### config.mk
export PLATFORM = sky130hd
export DESIGN_NAME = prbs_serial_tx
export DESIGN_NICKNAME = d
export VERILOG_FILES = /design/src/rtl/prbs_pkg.sv /design/src/rtl/prbs_word_gen.sv /design/src/rtl/prbs_serial_tx.sv
export SDC_FILE = /design/constraint.sdc
export NUM_CORES = 1
export LEC_CHECK = 0
export ABC_AREA = 1
export CORE_UTILIZATION = 54
export CTS_CLUSTER_DIAMETER = 150
export DETAILED_ROUTE_END_ITERATION = 8
export PLACE_DENSITY = 0.84
export SYNTH_ARGS = -nofsm -noshare
export SYNTH_HDL_FRONTEND = slang
export SYNTH_HIERARCHICAL = 1
export SYNTH_SLANG_ARGS = --single-unit
export TNS_END_PERCENT = 10
### constraint.sdc
create_clock -name clk -period 3.2 [get_ports clk]
set_input_delay 0.64 -clock clk [delete_from_list [all_inputs] [get_ports clk]]
set_output_delay 0.64 -clock clk [all_outputs]
set_load 0.01 [all_outputs]
### src/rtl/prbs_pkg.sv
// prbs_pkg: pattern-mode encodings, per-mode LFSR lengths/taps/masks and default seed.
package prbs_pkg;
  localparam logic [1:0] MODE_PRBS7  = 2'd0;
  localparam logic [1:0] MODE_PRBS15 = 2'd1;
  localparam logic [1:0] MODE_PRBS31 = 2'd2;
  localparam logic [1:0] MODE_FIXED  = 2'd3;
  localparam int LEN7  = 7;
  localparam int LEN15 = 15;
  localparam int LEN31 = 31;
  localparam int TAP7_A  = 6;
  localparam int TAP7_B  = 5;
  localparam int TAP15_A = 14;
  localparam int TAP15_B = 13;
  localparam int TAP31_A = 30;
  localparam int TAP31_B = 27;
  localparam logic [30:0] MASK7  = 31'((64'd1 << LEN7) - 64'd1);
  localparam logic [30:0] MASK15 = 31'((64'd1 << LEN15) - 64'd1);
  localparam logic [30:0] MASK31 = 31'((64'd1 << LEN31) - 64'd1);
  localparam logic [30:0] DEFAULT_SEED = '1;
  function automatic logic [30:0] mode_mask(input logic [1:0] m);
    return m == MODE_PRBS7 ? MASK7 : m == MODE_PRBS15 ? MASK15 : MASK31;
  endfunction
endpackage

### src/rtl/prbs_word_gen.sv
// prbs_word_gen: unrolled WIDTH-step Fibonacci LFSR producing one word and the advanced state.
module prbs_word_gen
  import prbs_pkg::*;
#(
  parameter int WIDTH = 32,
  parameter logic [30:0] SEED = DEFAULT_SEED
) (
  input  logic [30:0]      state,
  input  logic [1:0]       mode,
  output logic [WIDTH-1:0] word,
  output logic [30:0]      next_state
);
  logic [30:0] mask;
  logic [30:0] s;
  logic fb;
  always_comb begin
    mask = mode_mask(mode);
    s = state & mask;
    fb = 1'b0;
    word = '0;
    // an all-zero masked state would lock up, so restart from the seed
    if (s == '0) s = SEED & mask;
    for (int i = 0; i < WIDTH; i++) begin
      fb = mode == MODE_PRBS7  ? s[TAP7_A] ^ s[TAP7_B] :
           mode == MODE_PRBS15 ? s[TAP15_A] ^ s[TAP15_B] : s[TAP31_A] ^ s[TAP31_B];
      word[WIDTH-1-i] = fb;
      s = {s[29:0], fb} & mask;
    end
    next_state = mode == MODE_FIXED ? state : s;
  end
endmodule

### src/rtl/prbs_serial_tx.sv
// prbs_serial_tx: selectable PRBS/fixed word generator with MSB-first serializer,
// error injection and enable gating, all in the bit-clock domain.
module prbs_serial_tx
  import prbs_pkg::*;
#(
  parameter int WIDTH = 32,
  parameter logic [30:0] SEED = DEFAULT_SEED
) (
  input  logic             clk,
  input  logic             reset,
  input  logic             enable_i,
  input  logic [1:0]       mode_i,
  input  logic [WIDTH-1:0] pattern_i,
  input  logic             inject_err_i,
  output logic             serial_o,
  output logic             word_start_o,
  output logic [1:0]       mode_o
);
  localparam int CW = $clog2(WIDTH);
  logic [CW-1:0] cnt;
  logic [WIDTH-1:0] sr, gen_word, word;
  logic [30:0] lfsr, lfsr_next;
  logic pend, load;
  prbs_word_gen #(.WIDTH(WIDTH), .SEED(SEED)) u_gen (
    .state(lfsr), .mode(mode_i), .word(gen_word), .next_state(lfsr_next)
  );
  assign load = enable_i && cnt == '0;
  // corruption is applied after generation so the LFSR sequence is untouched
  assign word = (mode_i == MODE_FIXED ? pattern_i : gen_word)
              ^ {pend | inject_err_i, {(WIDTH-1){1'b0}}};
  always_ff @(posedge clk or posedge reset)
    if (reset) begin
      cnt <= '0;
      sr <= '0;
      lfsr <= SEED;
      pend <= 1'b0;
      serial_o <= 1'b0;
      word_start_o <= 1'b0;
      mode_o <= MODE_PRBS7;
    end else if (!enable_i) begin
      cnt <= '0;
      serial_o <= 1'b0;
      word_start_o <= 1'b0;
    end else if (load) begin
      cnt <= CW'(1);
      sr <= word;
      lfsr <= lfsr_next;
      pend <= 1'b0;
      serial_o <= word[WIDTH-1];
      word_start_o <= 1'b1;
      mode_o <= mode_i;
    end else begin
      cnt <= cnt == CW'(WIDTH-1) ? '0 : cnt + CW'(1);
      sr <= sr << 1;
      pend <= pend | inject_err_i;
      serial_o <= sr[WIDTH-2];
      word_start_o <= 1'b0;
    end
endmodule
==> impl_metrics.xml, run 1 <==
<?xml version="1.0" encoding="UTF-8"?>
<metrics>
  <group name="global_route">
    <metric name="groute.layer.met1.usage" unit="%">48.11</metric>
    <metric name="use_met3" unit="%">6.990</metric>
    <metric name="largest_net_degree_at_the_start_of_global_routing" unit="">68</metric>
    <metric name="first_global_vias" unit="">6705</metric>
    <metric name="grt_util_all_layers" unit="%">36.96</metric>
    <metric name="antenna_found_initial" unit="">0</metric>
    <metric name="globalRouteMet2Util" unit="%">59.42</metric>
    <metric name="grt_pass1_wl" unit="um">32370</metric>
    <metric name="top_usage_layer" unit="">met2</metric>
    <metric name="globalRouteOverflowTotal" unit="">0</metric>
  </group>
  <group name="placed_design">
    <metric name="port-buffer-count" unit="">41</metric>
    <metric name="detailed_place_hpwl" unit="um">14540</metric>
    <metric name="placement.setup.worst_slack" unit="ns">-1.000</metric>
    <metric name="place_inst" unit="">1221</metric>
    <metric name="place.gp.congestion" unit="">1.011</metric>
  </group>
  <group name="cells_and_area">
    <metric name="final_util" unit="%">81.20</metric>
    <metric name="layoutNonFillerInstCount" unit="">1269</metric>
    <metric name="layout_area_growth_over_synthesis" unit="%">44.11</metric>
    <metric name="fillerInstances" unit="">705</metric>
    <metric name="antennaDiodeCount" unit="">0</metric>
    <metric name="final_layout_size_suffix_gt1_share" unit="%">37.16</metric>
    <metric name="nNetsFinal" unit="">1169</metric>
  </group>
  <group name="detailed_routing">
    <metric name="routed-via-count" unit="">7448</metric>
    <metric name="postRouteAntennaNets" unit="">0</metric>
    <metric name="viasPerCell" unit="">5.869</metric>
    <metric name="finalWirelength" unit="um">22300</metric>
    <metric name="detailedRoute.firstIterationViolations" unit="">868</metric>
    <metric name="drtPass1Iterations" unit="">9</metric>
    <metric name="routed_wire_length_per_instance" unit="um">17.57</metric>
    <metric name="drcViolationCount" unit="">0</metric>
  </group>
  <group name="timing">
    <metric name="min_period" unit="ns">3.609</metric>
    <metric name="report.final.setup_viol" unit="">28</metric>
    <metric name="rsz_0062_raised_after_global_routing" unit="">yes</metric>
    <metric name="fin_ws" unit="ns">-0.4095</metric>
    <metric name="slew_headroom" unit="%">58.65</metric>
    <metric name="finalHoldViolations" unit="">0</metric>
    <metric name="min_period_over_period" unit="%">112.8</metric>
    <metric name="worst-slew-pin-transition" unit="ns">0.6186</metric>
    <metric name="final.setup_skew" unit="ns">0.01265</metric>
    <metric name="slew_violations" unit="">0</metric>
    <metric name="fmax" unit="GHz">0.2770</metric>
  </group>
  <group name="power">
    <metric name="sw_frac_of_total" unit="%">47.34</metric>
    <metric name="max-vdd-ir-drop" unit="V">0.0005510</metric>
    <metric name="sequentialPowerShare" unit="%">21.0</metric>
    <metric name="p_leak" unit="nW">4.334</metric>
    <metric name="cellInternalPower" unit="mW">4.145</metric>
    <metric name="netSwitchingPower" unit="mW">3.726</metric>
    <metric name="power_frac_clock" unit="%">8.8</metric>
    <metric name="power.combinational.fraction" unit="%">70.2</metric>
    <metric name="pwr_density_cell" unit="nW/um^2">930.5</metric>
  </group>
  <group name="logic_synthesis">
    <metric name="synth.largest_area_cell" unit="">nand2_1</metric>
    <metric name="syn_area_per_cell" unit="um^2">6.338</metric>
    <metric name="synth_warnings" unit="">6</metric>
    <metric name="flop_and_latch_count_out_of_synthesis" unit="">72</metric>
    <metric name="summed_instance_area_of_the_synthesized_netlist" unit="um^2">5869</metric>
    <metric name="synth_area_leaders" unit="">nand2_1 (24%), dfrtp_1 (17%), dfstp_2 (14%)</metric>
    <metric name="mappedNetlistNets" unit="">967</metric>
    <metric name="most_instantiated_flip_flop_cell_in_the_synthesis_netlist" unit="">dfrtp_1</metric>
    <metric name="synth_largest_type_area_fraction" unit="%">24.30</metric>
    <metric name="ys_top_cells_by_count" unit="">nand2_1 (380), nand3_1 (140), inv_1 (50)</metric>
    <metric name="number_of_enable_flip_flop_cells_after_synthesis" unit="">0</metric>
    <metric name="synthDistinctLibCells" unit="">42</metric>
    <metric name="proportion_of_synthesized_flip_flops_having_asynchronous_set_or_reset" unit="%">100.0</metric>
    <metric name="synth_most_common_cell" unit="">nand2_1</metric>
    <metric name="synthCells" unit="">926</metric>
    <metric name="synth_sequential_area_ratio" unit="%">31.36</metric>
  </group>
  <group name="critical_path">
    <metric name="critPathSlowestCell" unit="">dfstp_2</metric>
    <metric name="critical_path_arrival" unit="ns">3.94</metric>
    <metric name="timing.rr.start" unit="">lfsr[22]</metric>
    <metric name="criticalPathCategory" unit="">register to register</metric>
    <metric name="critPathLaunch" unit="">lfsr[22]</metric>
    <metric name="required" unit="ns">3.53</metric>
    <metric name="setup.reg_to_reg.worst_slack" unit="ns">-0.41</metric>
    <metric name="cp-end-kind" unit="">register</metric>
    <metric name="critical_path_fanout_max" unit="">4</metric>
    <metric name="cpMostUsedCell" unit="">nand2_1</metric>
    <metric name="max_stage_delay" unit="ns">0.55</metric>
    <metric name="worstSetupStartpointType" unit="">register</metric>
  </group>
  <group name="die">
    <metric name="floorplan.initialDensity" unit="%">56.35</metric>
    <metric name="std_cell_rows" unit="">37</metric>
    <metric name="floorplan.die.width" unit="um">106.3</metric>
    <metric name="die_area" unit="um^2">11290</metric>
    <metric name="fp.dieH" unit="um">106.3</metric>
    <metric name="ioPinCount" unit="">42</metric>
    <metric name="floorplan.core_area" unit="um^2">10420</metric>
  </group>
  <group name="cts">
    <metric name="clock_sinks" unit="">72</metric>
    <metric name="holdBufCountCts" unit="">0</metric>
    <metric name="worst_skew_pair_latency" unit="ns">0.39</metric>
    <metric name="cts_tree" unit="">done</metric>
    <metric name="htreeDepth" unit="">3</metric>
    <metric name="ctsLongestPathBuffers" unit="">2</metric>
    <metric name="root_buffer" unit="">clkbuf_8</metric>
    <metric name="tritoncts_buffers" unit="">9</metric>
    <metric name="clkSlewWorstSetupHoldPaths" unit="ns">0.08</metric>
  </group>
  <group name="job">
    <metric name="timing.max_cap.violations" unit="">0</metric>
  </group>
  <group name="outcome">
    <metric name="status" unit="">finished, violations left</metric>
    <metric name="failed_checks" unit="">negative setup slack</metric>
  </group>
  <group name="worst_hold_path">
    <metric name="worstHoldPathType" unit="">register to register</metric>
    <metric name="worst_hold_startpoint" unit="">lfsr[25]</metric>
  </group>
</metrics>
[cells by family (layout without fill, tap and decap cells)]
family                     count (synthesis)  in the layout  share of synthesized area (%)
adders and majority gates                  3              3                         0.6396
buffers and inverters                    124            330                          9.486
and+or+nand+nor                          607            608                          45.00
xor gates and xnor gates                  21             21                          3.389
DFF                                       72             72                          31.36
AOI/OAI and AO/OA                         99             99                          10.13
[what timing repair did]
item,in CTS,in global routing
gates cloned,1,0
endpoints found under the setup margin,30,30
buffers inserted,16,15
pin swaps,33,52
resized for setup,66,74
[routing by layer]
| metal | vias up | routed length (um) |
|---|---|---|
| met5 | - | 0 |
| met2 | 502 | 10300 |
| li1 | 3387 | - |
| met1 | 3432 | 8607 |
| met4 | 0 | 1165 |
| met3 | 127 | 2230 |
[placed cells by master (no fill, tap or decap), drive strengths merged, types with 2 or more instances in the layout]
| cell type | netlist | final |
|---|---|---|
| a21oi | 25 | 25 |
| a31oi | 6 | 6 |
| a32oi | 3 | 3 |
| buf | 32 | 203 |
| clkbuf | 21 | 10 |
| clkdlybuf4s50 | 0 | 39 |
| clkinv | 1 | 4 |
| dfrtp | 41 | 41 |
| dfstp | 31 | 31 |
| ha | 3 | 3 |
| inv | 70 | 72 |
| nand2 | 409 | 410 |
| nand3 | 149 | 149 |
| nand3b | 3 | 3 |
| nor2 | 42 | 42 |
| nor3 | 2 | 2 |
| o21ai | 36 | 36 |
| o21bai | 2 | 2 |
| o22ai | 20 | 20 |
| o31ai | 2 | 2 |
| xnor2 | 8 | 8 |
| xor2 | 13 | 13 |
[final cells by class]
cell class / instances / area (um^2) / area share (%)
inverters: 71 / 284.0 / 3.358
clock inverters: 6 / 43.79 / 0.5178
flip-flops and latches: 72 / 1841 / 21.76
clock buffers: 10 / 137.6 / 1.627
repair buffers: 243 / 1983 / 23.45
well taps: 136 / 170.2 / 2.012
multi-input cells: 731 / 3999 / 47.28
[power by group through the flow]
stage	Combinational, mW	Sequential [mW]	Clock [mW]
floorplan	2.41	1.68	0
global placement	4.32	1.64	0
detailed placement	4.38	1.65	0
CTS	4.77	1.64	0.696
global route	5.89	1.69	0.733
finish	5.52	1.66	0.690
[worst max-delay path, delay by kind of cell, from the launching register on]
kind / cells / cell delay [ns]
AND/OR/NAND/NOR: 20 / 1.96
AO/OA/AOI/OAI: 3 / 0.69
flip-flops: 1 / 0.55
buffers and inverters: 5 / 0.38
[stage by stage]
stage	power, mW	hold WS (ns)	TNS (ns)	area (um^2)
finish	7.870	0.4747	-7.699	8458
global route	8.314	0.5039	-12.16	8458
CTS	7.106	0.4737	-2.934	8041
detailed placement	6.027	0.4632	-26.15	7498
global placement	5.955	0.4540	-23.17	7498
floorplan	4.084	0.4474	-0.1950	5917
[registers in the layout, summed over array words and instances (netlist names)]
register and flops:
lfsr 31, sr 31, cnt 5, mode_o 2, pend 1, serial_o 1
word_start_o 1
[worst paths after layout]
kind                            endpoint  depth (start not counted)
worst max-delay path             lfsr[2]                         28
worst min-delay path            lfsr[25]                          2
worst max register to register   lfsr[2]                         28
worst min register to register  lfsr[25]                          2
max in group asynchronous        lfsr[7]                          3
min in group asynchronous         cnt[2]                          2
(Power assumes the default switching activity.)
==> run 2: changes to the inputs <==
- CTS_CLUSTER_SIZE: default -> 28
- PLACE_DENSITY: 0.84 -> 0.86
==> impl_metrics.xml, run 2 (same netlist as run 1, synthesis figures left out) <==
<?xml version="1.0" encoding="UTF-8"?>
<metrics>
  <group name="global_route">
    <metric name="grt_util_all_layers" unit="%">40.10</metric>
    <metric name="grt_pass1_wl" unit="um">35200</metric>
    <metric name="largest_net_degree_at_the_start_of_global_routing" unit="">66</metric>
    <metric name="globalRouteOverflowTotal" unit="">0</metric>
    <metric name="first_global_vias" unit="">7087</metric>
    <metric name="antenna_found_initial" unit="">0</metric>
  </group>
  <group name="placed_design">
    <metric name="port-buffer-count" unit="">41</metric>
    <metric name="placement.setup.worst_slack" unit="ns">-0.9602</metric>
    <metric name="detailed_place_hpwl" unit="um">14520</metric>
    <metric name="postPlaceCellArea" unit="um^2">7498</metric>
    <metric name="place.gp.congestion" unit="">1.004</metric>
    <metric name="place_inst" unit="">1221</metric>
  </group>
  <group name="cells_and_area">
    <metric name="layoutNonFillerInstCount" unit="">1283</metric>
    <metric name="final_util" unit="%">84.95</metric>
    <metric name="fillerInstances" unit="">526</metric>
    <metric name="final_layout_size_suffix_gt1_share" unit="%">40.71</metric>
    <metric name="nNetsFinal" unit="">1183</metric>
    <metric name="antennaDiodeCount" unit="">0</metric>
    <metric name="layout_commonest_cell" unit="">nand2_1</metric>
    <metric name="top_regs" unit="">lfsr x31, sr x31, cnt x5</metric>
    <metric name="final_cell_area" unit="um^2">8848</metric>
    <metric name="layout_area_growth_over_synthesis" unit="%">50.76</metric>
    <metric name="most-common-layout-cells" unit="">nand2_1 (312), buf_4 (198), nand3_1 (115), nand2_2 (66), dfrtp_1 (41)</metric>
  </group>
  <group name="die">
    <metric name="std_cell_rows" unit="">37</metric>
    <metric name="fp.dieH" unit="um">106.3</metric>
    <metric name="floorplan.initialDensity" unit="%">56.35</metric>
    <metric name="floorplan.core_area" unit="um^2">10420</metric>
    <metric name="floorplan.die.width" unit="um">106.3</metric>
    <metric name="ioPinCount" unit="">42</metric>
    <metric name="die_area" unit="um^2">11290</metric>
  </group>
  <group name="critical_path">
    <metric name="critical_path_fanout_max" unit="">5</metric>
    <metric name="timing.reg2reg.worst_path_depth" unit="">25</metric>
    <metric name="cp-end-kind" unit="">register</metric>
    <metric name="timing.rr.start" unit="">lfsr[22]</metric>
    <metric name="critical_path_arrival" unit="ns">4.56</metric>
    <metric name="criticalPathCategory" unit="">register to register</metric>
    <metric name="required" unit="ns">3.46</metric>
    <metric name="worstSetupStartpointType" unit="">register</metric>
    <metric name="setup.reg_to_reg.worst_slack" unit="ns">-1.10</metric>
    <metric name="critPathLaunch" unit="">lfsr[22]</metric>
    <metric name="crit-reg2reg-capture" unit="">sr[5]</metric>
  </group>
  <group name="cts">
    <metric name="worst_skew_pair_latency" unit="ns">0.39</metric>
    <metric name="tritoncts_buffers" unit="">9</metric>
    <metric name="clock_sinks" unit="">72</metric>
    <metric name="htreeDepth" unit="">3</metric>
    <metric name="ctsLongestPathBuffers" unit="">2</metric>
    <metric name="cts_tree" unit="">done</metric>
    <metric name="root_buffer" unit="">clkbuf_8</metric>
    <metric name="holdBufCountCts" unit="">0</metric>
    <metric name="clkSlewWorstSetupHoldPaths" unit="ns">0.08</metric>
  </group>
  <group name="timing">
    <metric name="fmax" unit="GHz">0.2325</metric>
    <metric name="slew_violations" unit="">0</metric>
    <metric name="finalHoldViolations" unit="">0</metric>
    <metric name="worst-slew-pin-transition" unit="ns">0.8031</metric>
    <metric name="report.final.setup_viol" unit="">36</metric>
    <metric name="fin_ws" unit="ns">-1.101</metric>
    <metric name="min_period" unit="ns">4.301</metric>
    <metric name="slew_headroom" unit="%">46.40</metric>
    <metric name="rsz_0062_raised_after_global_routing" unit="">yes</metric>
    <metric name="timing.hold.ws" unit="ns">0.4747</metric>
    <metric name="min_period_over_period" unit="%">134.4</metric>
    <metric name="setup_total_negative_slack" unit="ns">-19.79</metric>
    <metric name="final.setup_skew" unit="ns">0.02034</metric>
  </group>
  <group name="outcome">
    <metric name="status" unit="">finished, violations left</metric>
    <metric name="failed_checks" unit="">design-rule violations, negative setup slack</metric>
  </group>
  <group name="detailed_routing">
    <metric name="drcViolationCount" unit="">43</metric>
    <metric name="viasPerCell" unit="">6.689</metric>
    <metric name="detailedRoute.firstIterationViolations" unit="">1854</metric>
    <metric name="drtPass1Iterations" unit="">9</metric>
    <metric name="postRouteAntennaNets" unit="">0</metric>
    <metric name="routed-via-count" unit="">8582</metric>
    <metric name="routed_wire_length_per_instance" unit="um">22.36</metric>
    <metric name="finalWirelength" unit="um">28690</metric>
  </group>
  <group name="power">
    <metric name="pwr_density_cell" unit="nW/um^2">1011</metric>
    <metric name="netSwitchingPower" unit="mW">4.476</metric>
    <metric name="p_total" unit="mW">8.944</metric>
    <metric name="p_leak" unit="nW">4.450</metric>
    <metric name="power.combinational.fraction" unit="%">72.3</metric>
    <metric name="power_frac_clock" unit="%">8.8</metric>
    <metric name="sequentialPowerShare" unit="%">18.9</metric>
    <metric name="sw_frac_of_total" unit="%">50.05</metric>
    <metric name="cellInternalPower" unit="mW">4.468</metric>
    <metric name="max-vdd-ir-drop" unit="V">0.0005803</metric>
  </group>
  <group name="worst_hold_path">
    <metric name="hold_path_depth" unit="">2</metric>
    <metric name="worst_hold_startpoint" unit="">lfsr[25]</metric>
    <metric name="worstHoldPathType" unit="">register to register</metric>
    <metric name="holdPathEnd" unit="">lfsr[25]</metric>
  </group>
  <group name="job">
    <metric name="timing.max_cap.violations" unit="">0</metric>
  </group>
</metrics>
[run 2: power groups by stage]
stage | clock network [mW] | registers (mW) | logic (mW)
after floorplan | 0 | 1.68 | 2.41
final | 0.784 | 1.69 | 6.47
after global placement | 0 | 1.63 | 4.34
after global routing | 0.823 | 1.71 | 6.72
after CTS | 0.768 | 1.65 | 4.96
after detailed placement | 0 | 1.64 | 4.41
[run 2: final cells by class]
cell class / instances / area (um^2) / area share, %
multi-input combinational: 731 / 4205 / 47.53
timing repair buffer: 257 / 2135 / 24.12
sequential: 72 / 1841 / 20.80
inverter: 71 / 300.3 / 3.394
tap: 136 / 170.2 / 1.923
clock buffer: 12 / 145.1 / 1.640
clock inverter: 4 / 52.55 / 0.5939
[run 2: what timing repair did]
item                       4_1_cts  5_1_grt
hold endpoints to repair         0        0
gates cloned                     1        0
buffers inserted                23       23
resized for setup               83      132
setup endpoints to repair       30       31
pin swaps                       42       74
[run 2: worst max-delay path, cell delays in order (launching register included)]
cell and delay [ns]:
dfstp_2 0.56, inv_2 0.04, o211ai_1 0.52, nor2_4 0.10
buf_6 0.15, buf_6 0.12, nand2_8 0.07, nand3_1 0.08
nand3_2 0.13, nand3_2 0.12, nand2_2 0.12, nand3_4 0.14
nand2_4 0.15, nand2_4 0.08, buf_4 0.14, buf_4 0.13
a32oi_1 0.60, nand2_2 0.18, inv_2 0.13, nand2_1 0.07
nand3_1 0.14, nand2_1 0.07, nand2_1 0.08, nand2_1 0.07
nand2_1 0.07, nand3_1 0.09
[run 2: how the worst max path moves through the flow]
stage | to | cells past startpoint
CTS | sr[3] | 28
finish | sr[5] | 25
detailed placement | sr[3] | 31
floorplan | sr[0] | 34
global route | sr[5] | 25
global placement | sr[3] | 31
[run 2: metal layers]
layer | vias up | track usage [%] | share of wire [%]
li1 | 3421 | - | -
met1 | 3813 | 50.99 | 33
met2 | 963 | 65.17 | 41
met3 | 381 | 7.235 | 15
met4 | 4 | 20.34 | 10
met5 | - | 0 | 0.30
